$ cat config.mk
export PLATFORM = sky130hd
export DESIGN_NAME = mem_arbiter2
export DESIGN_NICKNAME = d
export VERILOG_FILES = /design/src/rtl/mem_arbiter2_pkg.sv /design/src/rtl/mem_arbiter2_rr_pick2.sv /design/src/rtl/mem_arbiter2.sv
export SDC_FILE = /design/constraint.sdc
export NUM_CORES = 1
export LEC_CHECK = 0
export BUFFER_PORTS_ARGS = -buffer_cell sky130_fd_sc_hd__buf_4
export CORE_UTILIZATION = 33
export CTS_CLUSTER_DIAMETER = 150
export DETAILED_ROUTE_END_ITERATION = 16
export GPL_TIMING_DRIVEN = 0
export PLACE_DENSITY = 0.81
export SYNTH_ARGS = -nofsm -noshare
export SYNTH_HDL_FRONTEND = slang
export SYNTH_HIERARCHICAL = 1
export SYNTH_SLANG_ARGS = --single-unit
$ cat constraint.sdc
create_clock -name clock -period 3.3 [get_ports clock]
set_input_delay 0.66 -clock clock [delete_from_list [all_inputs] [get_ports clock]]
set_output_delay 0.66 -clock clock [all_outputs]
set_load 0.02 [all_outputs]
$ cat src/rtl/mem_arbiter2_pkg.sv
// Shared definitions for the two-master data memory arbiter.
//   lock_owner_t : which master (if any) currently holds the memory lock
//   DEF_*_WIDTH  : system default address/data widths
package mem_arbiter2_pkg;

    localparam int unsigned DEF_ADDR_WIDTH = 16;
    localparam int unsigned DEF_DATA_WIDTH = 16;

    typedef enum logic [1:0] {
        LOCK_NONE = 2'd0,
        LOCK_M0   = 2'd1,
        LOCK_M1   = 2'd2
    } lock_owner_t;

endpackage

$ cat src/rtl/mem_arbiter2_rr_pick2.sv
// Combinational 2-way round-robin picker, reusable for any shared resource.
//   req0, req1 : request lines
//   last       : winner of the previous grant (1 = requester 1)
//   gnt0, gnt1 : one-hot (or zero) grant
module rr_pick2 (
    input  logic req0,
    input  logic req1,
    input  logic last,
    output logic gnt0,
    output logic gnt1
);

    // On a tie the requester that did not win last time goes first.
    assign gnt0 = req0 & (~req1 | last);
    assign gnt1 = req1 & (~req0 | ~last);

endmodule

$ cat src/rtl/mem_arbiter2.sv
// Round-robin arbiter sharing the single-port data memory between the CPU (m0)
// and a second bus master (m1), with a bounded lock for atomic sequences.
//   clock, reset          : clock, synchronous active-high reset
//   mX_req/we/lock/addr/wdata : master X request bundle
//   mX_grant              : access accepted this cycle (combinational)
//   mX_rvalid             : read data for master X valid this cycle
//   rdata                 : shared read data (pass-through of mem_rdata)
//   mem_we/addr/wdata     : memory access, mem_rdata returns one cycle later
module mem_arbiter2
    import mem_arbiter2_pkg::*;
#(
    parameter int unsigned ADDR_WIDTH = DEF_ADDR_WIDTH,
    parameter int unsigned DATA_WIDTH = DEF_DATA_WIDTH,
    parameter int unsigned MAX_LOCK   = 8
) (
    input  logic                  clock,
    input  logic                  reset,
    input  logic                  m0_req,
    input  logic                  m0_we,
    input  logic                  m0_lock,
    input  logic [ADDR_WIDTH-1:0] m0_addr,
    input  logic [DATA_WIDTH-1:0] m0_wdata,
    output logic                  m0_grant,
    output logic                  m0_rvalid,
    input  logic                  m1_req,
    input  logic                  m1_we,
    input  logic                  m1_lock,
    input  logic [ADDR_WIDTH-1:0] m1_addr,
    input  logic [DATA_WIDTH-1:0] m1_wdata,
    output logic                  m1_grant,
    output logic                  m1_rvalid,
    output logic [DATA_WIDTH-1:0] rdata,
    output logic                  mem_we,
    output logic [ADDR_WIDTH-1:0] mem_addr,
    output logic [DATA_WIDTH-1:0] mem_wdata,
    input  logic [DATA_WIDTH-1:0] mem_rdata
);

    localparam int unsigned CNT_W  = $clog2(MAX_LOCK + 1);
    localparam int unsigned CNT_W1 = CNT_W + 1;

    logic              last;
    lock_owner_t       lock_own;
    logic [CNT_W-1:0]  lock_cnt;
    logic              rv0;
    logic              rv1;

    logic              rr_g0;
    logic              rr_g1;
    logic              gnt0;
    logic              gnt1;
    logic              win_lock;
    logic              other_req;
    logic              own_win;
    logic [CNT_W1-1:0] held_next;

    rr_pick2 u_pick (
        .req0 (m0_req),
        .req1 (m1_req),
        .last (last),
        .gnt0 (rr_g0),
        .gnt1 (rr_g1)
    );

    // Grant: lock owner first, then round-robin; nothing while in reset.
    always_comb begin
        gnt0 = 1'b0;
        gnt1 = 1'b0;
        if (reset) begin
            gnt0 = 1'b0;
            gnt1 = 1'b0;
        end else if (lock_own == LOCK_M0 && m0_req) begin
            gnt0 = 1'b1;
        end else if (lock_own == LOCK_M1 && m1_req) begin
            gnt1 = 1'b1;
        end else begin
            gnt0 = rr_g0;
            gnt1 = rr_g1;
        end
    end

    assign m0_grant  = gnt0;
    assign m1_grant  = gnt1;
    assign mem_addr  = gnt1 ? m1_addr  : m0_addr;
    assign mem_wdata = gnt1 ? m1_wdata : m0_wdata;
    assign mem_we    = (gnt0 & m0_we) | (gnt1 & m1_we);
    assign rdata     = mem_rdata;

    // A pending read is suppressed during the reset cycle itself.
    assign m0_rvalid = rv0 & ~reset;
    assign m1_rvalid = rv1 & ~reset;

    // Contested-hold count the winner would carry if it keeps the lock;
    // a fresh owner starts from zero, and the acquiring cycle counts.
    always_comb begin
        win_lock  = gnt1 ? m1_lock : m0_lock;
        other_req = gnt1 ? m0_req  : m1_req;
        own_win   = (gnt0 && lock_own == LOCK_M0) || (gnt1 && lock_own == LOCK_M1);
        held_next = (own_win ? {1'b0, lock_cnt} : CNT_W1'(0)) + CNT_W1'(other_req);
    end

    // Arbitration state: last winner, lock ownership, read-valid pipeline.
    always_ff @(posedge clock) begin
        if (reset) begin
            last     <= 1'b1;
            lock_own <= LOCK_NONE;
            lock_cnt <= '0;
            rv0      <= 1'b0;
            rv1      <= 1'b0;
        end else begin
            rv0 <= gnt0 & ~m0_we;
            rv1 <= gnt1 & ~m1_we;
            if (gnt0 || gnt1) begin
                last <= gnt1;
            end
            if ((gnt0 || gnt1) && win_lock && (held_next < CNT_W1'(MAX_LOCK))) begin
                lock_own <= gnt1 ? LOCK_M1 : LOCK_M0;
                lock_cnt <= held_next[CNT_W-1:0];
            end else begin
                // Lock released: not requested, owner idle, or budget spent.
                lock_own <= LOCK_NONE;
                lock_cnt <= '0;
            end
        end
    end

endmodule

==> impl_metrics.json <==
{
  "finalSetupViolCount": 0,
  "maxSlewViolCount": 0,
  "grt_pass1_wl_um": 5580,
  "antenna_found_initial": 0,
  "ant_nets": 0,
  "period_share_pct": 94.9,
  "gp_congestion": 0.824,
  "std_cell_rows": 21,
  "post_cts_resized": 0,
  "hold_viol_final": 0,
  "cts_root_buf": "clkbuf_4",
  "nNetsFinal": 329,
  "worst-endpoint-arrival_ps": 2470,
  "portBuffers": 124,
  "synth_warnings": 6,
  "syn-num-nets": 200,
  "multi_input_area_um2": 771,
  "path_buf_inv": 4,
  "synth.distinct_cells": 34,
  "wire_per_inst_um": 14.8,
  "die_h_um": 61.2,
  "max_stage_delay_ps": 320,
  "status": "finished, final reports clean",
  "dr.pass1.iters": 4,
  "whs_ps": 524,
  "fin_crit_ps": 3130,
  "crit_chain": "buf_4, a21boi_1, a21boi_2, o22ai_1, or2_4, inv_8, buf_12, mux2_4, buf_4",
  "grt_overflow_total": 0,
  "slowest_stage": "mux2_4",
  "power_density_mw_per_mm2": 239,
  "clock_latency_ps": 260,
  "ys_ff_latch": 9,
  "vias": 1308,
  "p_leak_nw": 1.12,
  "tritoncts": "yes",
  "pin_count": 141,
  "criticalPathCategory": "input pin to output port",
  "syn2layout_area_growth_pct": 87.7,
  "fin_util_pct": 65.1,
  "ff_latch_area_um2": 180,
  "endpoint_kind": "output port",
  "drive_gt1_share_pct": 76.9,
  "via_per_inst": 4.61,
  "setup_slack_ps": 168,
  "start_util_pct": 34.7,
  "grt_pass1_vias": 1213,
  "ir_worst_vdd_v": 0.000205,
  "crit_family": "compound AO/OA/AOI/OAI gates",
  "dieArea_mm2": 0.00375,
  "clkSlewWorstSetupHoldPaths_ps": 60,
  "fmax_ghz": 0.319,
  "cp_max_fo": 10,
  "cts_sinks": 9,
  "seq_area_frac_synth_pct": 15.6,
  "cp-start-kind": "input pin",
  "hold_class": "flop to flop",
  "drc": 0,
  "dpl.hpwl_um": 3550,
  "setup-tns-final_ps": 0,
  "n_antenna_cell": 0,
  "synthFlopType": "dfxtp_1",
  "wl_um": 4190,
  "synth_cells": 110,
  "synthArstFlopShare_pct": 0,
  "ctsHoldBuffers": 0,
  "groute.usage.overall_pct": 20.2,
  "required_ps": 2640,
  "dp_slack_ps": 9.86,
  "grt_max_degree": 11,
  "synth_edf_count": 0,
  "syn_area_mm2": 0.00116,
  "cts_buffer_depth": 2,
  "drtIter0Drc": 28,
  "htree_levels": 1,
  "finClkSkew_ps": 0.778,
  "die_w_um": 61.2,
  "cts_made_buffers": 3,
  "rsz0062_at_grt": "false",
  "fillers": 282,
  "post_synth.cell_area_avg_um2": 10.5,
  "cap_violations": 0,
  "fp.coreArea_mm2": 0.00334,
  "cts_setup_buffers": 0,
  "timing.critical_path.mode_cell": "buf_4"
}
## layout make-up
cell class / count / share of cell area, %
Tap cell: 46 / 2.65
Multi-Input combinational cell: 77 / 35.5
Clock buffer: 4 / 1.21
Sequential cell: 9 / 8.29
Inverter: 5 / 1.21
Timing Repair Buffer: 124 / 42.9
Buffer: 19 / 8.29
## registers in the layout (all words and copies together), names as in the netlist
| signal | cells |
|---|---|
| lock_cnt | 4 |
| lock_own | 2 |
| last | 1 |
| rv0 | 1 |
| rv1 | 1 |
## metal layers
metal	global-route usage (%)	vias up	wire, um
met1	23.6	590	1620
met3	2.94	6	346
met4	6.17	0	55
met2	37.9	64	2180
li1	-	648	-
met5	0	-	0
## logic make-up after synthesis
group,after synthesis,share of synthesized area [%]
compound gates,19,13.0
fa+ha+maj,2,2.16
buf+inv,24,17.8
flops,9,15.6
mux,32,39.6
other cells,1,0.324
simple gates,23,11.6
## placed cells by master (no fill, tap or decap), types with 2 or more instances in the layout
cell type and count:
mux2_4 26, buf_12 3, and3_1 2, nor3b_1 3
nor3_1 4, clkbuf_4 3, o22ai_1 3, a21boi_1 2
nor2_1 4, ha_1 2, mux2_2 6, nor2b_1 4
buf_4 140, inv_1 4, a31oi_1 3, dfxtp_1 9
## tightest hold or removal path, stage by stage (launching register included)
cell and delay (ps):
dfxtp_1 370, a21oi_1 80, nand2_1 50
## final timing paths
kind	slack, ps	start	end	cells after the start
max	170	m0_req	mem_addr[14]	9
min	520	last	last	2
max reg2reg	910	last	lock_cnt[1]	9
min reg2reg	520	last	last	2
## power breakdown
group / internal, mW / total (mW) / switching (mW)
combinational: 0.183 / 0.316 / 0.133
clock: 0.0467 / 0.0864 / 0.0397
sequential: 0.113 / 0.117 / 0.00363
## synthesized netlist by cell type, types with 2 or more instances
| master | number | area (um2) |
|---|---|---|
| a21boi_0 | 2 | 15.0 |
| a31oi_1 | 3 | 18.8 |
| and3_1 | 2 | 12.5 |
| buf_12 | 3 | 60.1 |
| buf_4 | 16 | 120 |
| dfxtp_1 | 9 | 180 |
| ha_1 | 2 | 25.0 |
| inv_1 | 4 | 15.0 |
| mux2_2 | 6 | 67.6 |
| mux2_4 | 26 | 390 |
| nor2_1 | 4 | 15.0 |
| nor2b_1 | 4 | 25.0 |
| nor3_1 | 4 | 20.0 |
| nor3b_1 | 3 | 22.5 |
| o22ai_1 | 3 | 18.8 |
## metrics by stage
step / total power [mW] / cells / area, um2
final: 0.520 / 284 / 2170
after global routing: 0.546 / 284 / 2170
after CTS: 0.523 / 284 / 2170
after detailed placement: 0.436 / 280 / 2150
after global placement: 0.432 / 280 / 2150
after floorplan: 0.289 / 110 / 1160
No activity file was read; power rests on OpenSTA's default activity.
